==> src/rtl/flash_prog_ctrl.sv <==
// Configuration-flash programming controller: erases an address window sector by sector,
// then streams an image from the Rx FIFO into the ASMI primitive page by page with a
// per-page send_more handshake and a 16-bit running checksum, and finally requests
// reconfiguration.
// Build option: define FLASH_PROG_BITREV_EN to bit-reverse each byte sent to the ASMI (.rbf images).
module flash_prog_ctrl #(
    parameter int unsigned          ADDR_W       = 24,
    parameter logic [ADDR_W-1:0]    BASE_ADDR    = 24'h100000,
    parameter logic [ADDR_W-1:0]    END_ADDR     = 24'h300000,
    parameter logic [ADDR_W-1:0]    SMALL_SECTOR = 24'h010000,
    parameter logic [ADDR_W-1:0]    LARGE_SECTOR = 24'h040000,
    parameter int unsigned          PAGE_BYTES   = 256,
    parameter int unsigned          USED_W       = 11,
    parameter int unsigned          BLOCKS_W     = 14,
    parameter int unsigned          TIMEOUT      = 25000000
) (
    input  logic                clock,
    input  logic                reset_n,
    input  logic                erase,
    output logic                erase_ACK,
    output logic                erase_done,
    input  logic                erase_done_ACK,
    input  logic                sector_large,
    input  logic [USED_W-1:0]   fifo_used,
    input  logic [7:0]          fifo_data,
    output logic                rdreq,
    input  logic [BLOCKS_W-1:0] num_blocks,
    output logic                send_more,
    input  logic                send_more_ACK,
    output logic [15:0]         checksum,
    output logic                error,
    output logic                NCONFIG,
    output logic [ADDR_W-1:0]   asmi_addr,
    output logic                asmi_sector_erase,
    output logic                asmi_wren,
    output logic                asmi_write,
    output logic                asmi_shift_bytes,
    output logic [7:0]          asmi_datain,
    input  logic                asmi_busy
);

    localparam int unsigned TW = $clog2(TIMEOUT + 1);
    localparam int unsigned CW = $clog2(PAGE_BYTES) + 1;

    typedef enum logic [3:0] {
        StIdle, StEraseCmd, StEraseWait, StEraseDone, StEraseAckWait,
        StPageStart, StPageShift, StPageWrite, StPageWait, StFinalAck, StReconfig
    } state_e;

    state_e                state_q, state_d;
    logic [ADDR_W-1:0]     addr_q, addr_d;
    logic [BLOCKS_W-1:0]   page_q, page_d;
    logic [CW-1:0]         byte_cnt_q, byte_cnt_d;
    logic [TW-1:0]         timer_q, timer_d;
    logic [15:0]           checksum_q, checksum_d;
    logic                  error_q, error_d;
    logic                  erase_ack_q, erase_ack_d;
    logic                  erase_done_q, erase_done_d;
    logic                  send_more_q, send_more_d;
    logic                  nconfig_q, nconfig_d;

    logic [ADDR_W-1:0]     stride;
    logic [ADDR_W:0]       erase_next, page_next, page_limit;
    logic                  fifo_ok, timed_out;
    logic [7:0]            data_out;

    assign stride     = sector_large ? LARGE_SECTOR : SMALL_SECTOR;
    assign erase_next = {1'b0, addr_q} + {1'b0, stride};
    assign page_next  = {1'b0, addr_q} + (ADDR_W + 1)'(PAGE_BYTES);
    // Last legal page start lies within the final sector beginning at END_ADDR.
    assign page_limit = {1'b0, END_ADDR} + {1'b0, stride} - 1'b1;
    assign fifo_ok    = fifo_used >= USED_W'(PAGE_BYTES - 1);
    assign timed_out  = timer_q == TW'(TIMEOUT - 1);

    // State and datapath registers; reset aborts any operation in flight.
    always_ff @(posedge clock or negedge reset_n) begin
        if (!reset_n) begin
            state_q      <= StIdle;
            addr_q       <= BASE_ADDR;
            page_q       <= '0;
            byte_cnt_q   <= '0;
            timer_q      <= '0;
            checksum_q   <= '0;
            error_q      <= 1'b0;
            erase_ack_q  <= 1'b0;
            erase_done_q <= 1'b0;
            send_more_q  <= 1'b0;
            nconfig_q    <= 1'b0;
        end else begin
            state_q      <= state_d;
            addr_q       <= addr_d;
            page_q       <= page_d;
            byte_cnt_q   <= byte_cnt_d;
            timer_q      <= timer_d;
            checksum_q   <= checksum_d;
            error_q      <= error_d;
            erase_ack_q  <= erase_ack_d;
            erase_done_q <= erase_done_d;
            send_more_q  <= send_more_d;
            nconfig_q    <= nconfig_d;
        end
    end

    // Next-state logic and ASMI strobes; strobes are decoded from state so reset kills them at once.
    always_comb begin
        state_d           = state_q;
        addr_d            = addr_q;
        page_d            = page_q;
        byte_cnt_d        = byte_cnt_q;
        timer_d           = timer_q;
        checksum_d        = checksum_q;
        error_d           = error_q;
        erase_ack_d       = erase_ack_q;
        erase_done_d      = erase_done_q;
        send_more_d       = send_more_q;
        nconfig_d         = nconfig_q;
        rdreq             = 1'b0;
        asmi_wren         = 1'b0;
        asmi_sector_erase = 1'b0;
        asmi_write        = 1'b0;
        asmi_shift_bytes  = 1'b0;
        unique case (state_q)
            StIdle: begin
                erase_ack_d  = 1'b0;
                erase_done_d = 1'b0;
                send_more_d  = 1'b0;
                checksum_d   = '0;
                page_d       = '0;
                addr_d       = BASE_ADDR;
                if (erase) begin
                    state_d = StEraseCmd;
                end else if (fifo_ok && num_blocks != '0) begin
                    state_d = StPageStart;
                end
            end
            StEraseCmd: begin
                erase_ack_d       = 1'b1;
                asmi_wren         = 1'b1;
                asmi_sector_erase = 1'b1;
                state_d           = StEraseWait;
            end
            StEraseWait: begin
                if (!asmi_busy) begin
                    if (addr_q == END_ADDR) begin
                        state_d = StEraseDone;
                    end else if (erase_next > {1'b0, END_ADDR}) begin
                        // Stride would step past END_ADDR without landing on it.
                        error_d = 1'b1;
                        state_d = StEraseDone;
                    end else begin
                        addr_d  = erase_next[ADDR_W-1:0];
                        state_d = StEraseCmd;
                    end
                end
            end
            StEraseDone: begin
                erase_done_d = 1'b1;
                timer_d      = '0;
                state_d      = StEraseAckWait;
            end
            StEraseAckWait: begin
                timer_d = timer_q + 1'b1;
                if (erase_done_ACK) begin
                    state_d = StIdle;
                end else if (timed_out) begin
                    error_d = 1'b1;
                    state_d = StIdle;
                end
            end
            StPageStart: begin
                byte_cnt_d = '0;
                state_d    = StPageShift;
            end
            StPageShift: begin
                asmi_wren = 1'b1;
                // Show-ahead FIFO: the head byte is consumed in the same cycle it is popped.
                if (byte_cnt_q < CW'(PAGE_BYTES)) begin
                    rdreq            = 1'b1;
                    asmi_shift_bytes = 1'b1;
                    checksum_d       = checksum_q + {8'h00, fifo_data};
                    byte_cnt_d       = byte_cnt_q + 1'b1;
                end else begin
                    page_d  = page_q + 1'b1;
                    state_d = StPageWrite;
                end
            end
            StPageWrite: begin
                asmi_wren   = 1'b1;
                asmi_write  = 1'b1;
                send_more_d = 1'b1;
                timer_d     = '0;
                state_d     = StPageWait;
            end
            StPageWait: begin
                timer_d = timer_q + 1'b1;
                if (send_more_ACK) begin
                    send_more_d = 1'b0;
                end
                if (page_q == num_blocks) begin
                    // Last page: keep send_more high as the final-page report.
                    send_more_d = 1'b1;
                    timer_d     = '0;
                    state_d     = StFinalAck;
                end else if (!send_more_q && !asmi_busy && fifo_ok) begin
                    if (page_next > page_limit) begin
                        error_d = 1'b1;
                        state_d = StIdle;
                    end else begin
                        addr_d  = page_next[ADDR_W-1:0];
                        state_d = StPageStart;
                    end
                end else if (send_more_q && timed_out) begin
                    error_d     = 1'b1;
                    send_more_d = 1'b0;
                    state_d     = StIdle;
                end
            end
            StFinalAck: begin
                timer_d = timer_q + 1'b1;
                if (send_more_ACK) begin
                    send_more_d = 1'b0;
                    timer_d     = '0;
                    state_d     = StReconfig;
                end else if (timed_out) begin
                    error_d     = 1'b1;
                    send_more_d = 1'b0;
                    state_d     = StIdle;
                end
            end
            StReconfig: begin
                // Terminal: only reset leaves this state.
                if (timer_q != TW'(TIMEOUT)) begin
                    timer_d = timer_q + 1'b1;
                end else if (!asmi_busy) begin
                    nconfig_d = 1'b1;
                end
            end
            default: state_d = StIdle;
        endcase
    end

    // Byte presented to the ASMI; held at zero when not shifting.
    always_comb begin
        data_out = fifo_data;
`ifdef FLASH_PROG_BITREV_EN
        for (int i = 0; i < 8; i++) begin
            data_out[i] = fifo_data[7-i];
        end
`endif
        asmi_datain = asmi_shift_bytes ? data_out : 8'h00;
    end

    assign asmi_addr  = addr_q;
    assign checksum   = checksum_q;
    assign error      = error_q;
    assign erase_ACK  = erase_ack_q;
    assign erase_done = erase_done_q;
    assign send_more  = send_more_q;
    assign NCONFIG    = nconfig_q;

endmodule

==> config.mk <==
export PLATFORM = sky130hd
export DESIGN_NAME = flash_prog_ctrl
export DESIGN_NICKNAME = d
export VERILOG_FILES = /design/src/rtl/flash_prog_ctrl.sv
export SDC_FILE = /design/constraint.sdc
export NUM_CORES = 1
export LEC_CHECK = 0
export BUFFER_PORTS_ARGS = -buffer_cell sky130_fd_sc_hd__buf_2
export CELL_PAD_IN_SITES_DETAIL_PLACEMENT = 1
export CELL_PAD_IN_SITES_GLOBAL_PLACEMENT = 1
export CORE_MARGIN = 5
export CORE_UTILIZATION = 45
export DETAILED_ROUTE_END_ITERATION = 10
export GPL_ROUTABILITY_DRIVEN = 0
export PLACE_DENSITY = 0.95
export SLEW_MARGIN = 25
export SYNTH_ARGS = -nofsm -noshare
export SYNTH_HDL_FRONTEND = slang
export SYNTH_SLANG_ARGS = --single-unit
==> constraint.sdc <==
create_clock -name clock -period 5.5 [get_ports clock]
set_input_delay 0.55 -clock clock [delete_from_list [all_inputs] [get_ports clock]]
set_output_delay 0.55 -clock clock [all_outputs]
set_load 0.05 [all_outputs]
==> impl_results.md <==
* Seq/Total Area, Yosys at 0.3787
* Dpl ws at approximately 1.9 ns
* Global-route wire length before repair at 30.37 mm
* Largest net degree at the start of global routing at 50
* Fillers at about 1500
* Synth top cells by count: dfrtp_1 (88), nor2_1 (70), nand2_1 (60)
* Yosys cell types at 80
* Iteration count of the initial detailed-routing pass at 5
* CP Capture Type: register
* H-Tree Depth at 3
* RSZ-0062 raised after global routing: false
* Area of the multi-input gates at 0.003418 mm2
* Vias per std cell at about 6
* Most used cell, CP: nand2_1
* Startpoint Class: register
* Min Hold Slack at ~0.19 ns
* Reg2Reg Depth at 6
* Final period util at 0.5925
* Die W at around 120 um
* Drt drc at 0
* Most common cell in the netlist: dfrtp_1
* Slowest cell on crit path: dfrtp_1
* Least-Margin Pin Slew at a little over 1 ns
* Fmax at 306.9 MHz
* Synth warn at 0
* WP data required at 5.74 ns
* Worst-path clk slew at approximately 0.07 ns
* Layout cells sized above 1 at 0.1724
* Post-synth top area cell: dfrtp_1
* Port buffer count at about 90
* DP Area at roughly 0.0064 mm2
* Status: completed
* CP Class: reg2reg
* Worst clock skew at a little over 0.007 ns
* Max clock buf depth at 2
* Area share of the largest cell type after synthesis at 0.3742
* Cts bufs inserted at 9
* Ys async rst share at 1.000
* Reg area at 0.002228 mm2
* Die ar. at 0.01546 mm2
* Layout Nets at just over 800
* Dpl hpwl at approximately 14 mm
* Min cycle time layout at 3.259 ns
* 1st-iter DRT viols at roughly 330
* Number of max-cap violations at 0
* Mapped Area at 0.005884 mm2
* Leading register cell type out of synthesis: dfrtp_1
* Area Growth Syn to Fin at 14.50%
* Mean Syn Cell Area at a little under 9 um2
* Height of the die at 124.4 um
* Max-slew violations at 0
* Final WS setup at 2.241 ns
* Worst hold path type: in2async
* Antenna violations before repair at 1
* Non-Filler Cell Area, Final at roughly 0.0067 mm2
* GRT overflow at 0
* Clk sinks at between 80 and 90
* Worst path cell trace: nor2b_1 -> nand2_1 -> or2_2 -> nand2_1 -> nor2_1 -> mux2_2
* DR vias at 5589
* Vias in the first global route at approximately 6000
* Setup TNS at 0 ns
* Pwr dens at about 430 mW/mm2
* Post-CTS sizing at 0
* WL/cell at 19.52 um
* Starting density of the core at 0.4625
* Arr. time, crit path at around 3.5 ns
* Clock Latency Late Sink at 0.36 ns
* Global Route Usage Sum at 0.2355
* Headroom to the max-slew limit at 0.3259
* Final setup fails at 0
* Placeable Area at around 0.013 mm2
* Synth area leaders: dfrtp_1 (37%), nor2_1 (4.5%), xor2_1 (4.5%)
* Cells after Synth at approximately 680
* I/O pin count at approximately 100
* Largest stage delay on the critical path at between 0.8 and 0.9 ns
* Hold buffer count at cts at 0
* VDD IR max at about 0.20 mV
* Final hold viol count at 0
* Final Routed Wirelength at about 18 mm
* Tot Pwr at about 0.0029 W
* Static Leak at a little over 3 nW
* CTS tree: built
* Setup bufs post-CTS at 0
* FP Rows at 41
* Final ANT Viol Nets at 0
* Seq cells post-synth at between 80 and 90
* Crit-path max FO at 24
* Number of synthesized flops with an enable pin at 0
* CTS Root Cell: clkbuf_16
worst max-delay path: cells and delay by family, from the launching register on:
| family | cells | cell delay, ns |
|---|---|---|
| flip-flops | 1 | 0.81 |
| multiplexers | 1 | 0.32 |
| AND/OR/NAND/NOR | 5 | 2.01 |
per-stage QoR:
| step | cells | util |
|---|---|---|
| after floorplan | 685 | - |
| after global placement | 916 | 0.5053 |
| final | 933 | 0.5296 |
| after global routing | 933 | 0.5296 |
| after detailed placement | 916 | 0.5053 |
| after CTS | 932 | 0.5293 |
routing by layer:
layer  track usage  share of wire  routed length, um  vias to the layer above
met3       0.02916          0.035                646                       43
met1        0.2859           0.41               7500                     2825
met5             0              0                  0                        -
met4        0.1103          0.030                539                        0
met2        0.4141           0.52               9524                      149
li1              -              -                  -                     2572
report_power, final:
group / internal (W) / total [W] / switching (W)
clock: 0.000365 / 0.000644 / 0.000279
combinational: 0.000409 / 0.00133 / 0.000919
sequential: 0.000754 / 0.000941 / 0.000187
total: 0.00153 / 0.00291 / 0.00138
flip-flops by register name (all words and copies together) (netlist names):
name / count
NCONFIG: 1
asmi_addr: 16
byte_cnt_q: 9
checksum: 16
erase_ACK: 1
erase_done: 1
error: 1
page_q: 14
send_more: 1
state_q: 4
timer_q: 25
layout by cell type, fill, tap and decap left out, types with 24 or more instances in the layout:
master,instances
nand2_1,60
nand3_1,24
xor2_1,30
nor2_1,70
inv_1,26
buf_2,88
dfrtp_1,88
xnor2_1,26
nand4_1,25
o21ai_0,38
a21oi_1,40
worst paths after layout:
kind,end,slack (ns),startpoint
worst max-delay path,timer_q[0]$_DFFE_PN0P_,2.24,state_q[3]$_DFFE_PN0P_
worst min-delay path,asmi_addr[14]$_DFFE_PN0P_,0.19,reset_n
worst max register to register,timer_q[0]$_DFFE_PN0P_,2.24,state_q[3]$_DFFE_PN0P_
worst min register to register,NCONFIG$_DFFE_PN0P_,0.47,NCONFIG$_DFFE_PN0P_
max in group asynchronous,checksum[0]$_DFFE_PN0P_,4.26,reset_n
min in group clock,NCONFIG$_DFFE_PN0P_,0.47,NCONFIG$_DFFE_PN0P_
area by class of cell:
type | instances | area share
timing repair buffer | 92 | 0.06982
antenna | 1 | 0.0003714
clock buffer | 10 | 0.03547
sequential | 89 | 0.3307
multi-input combinational | 537 | 0.5073
tap | 172 | 0.03194
inverter | 26 | 0.01448
clock inverter | 6 | 0.009842
cells by family (layout without fill, tap and decap cells):
kind of cell               after synthesis  in the layout  share of synthesized area
other                                    1              9                  0.0006373
AOI/OAI and AO/OA                      148            148                     0.1703
muxes                                    6              6                    0.01084
buffers and inverters                   59            134                    0.04508
and+or+nand+nor                        299            299                     0.2666
xor gates and xnor gates                57             57                    0.08612
DFF                                     89             89                     0.3787
adders and majority gates               19             19                    0.04168
(Power assumes the default switching activity.)
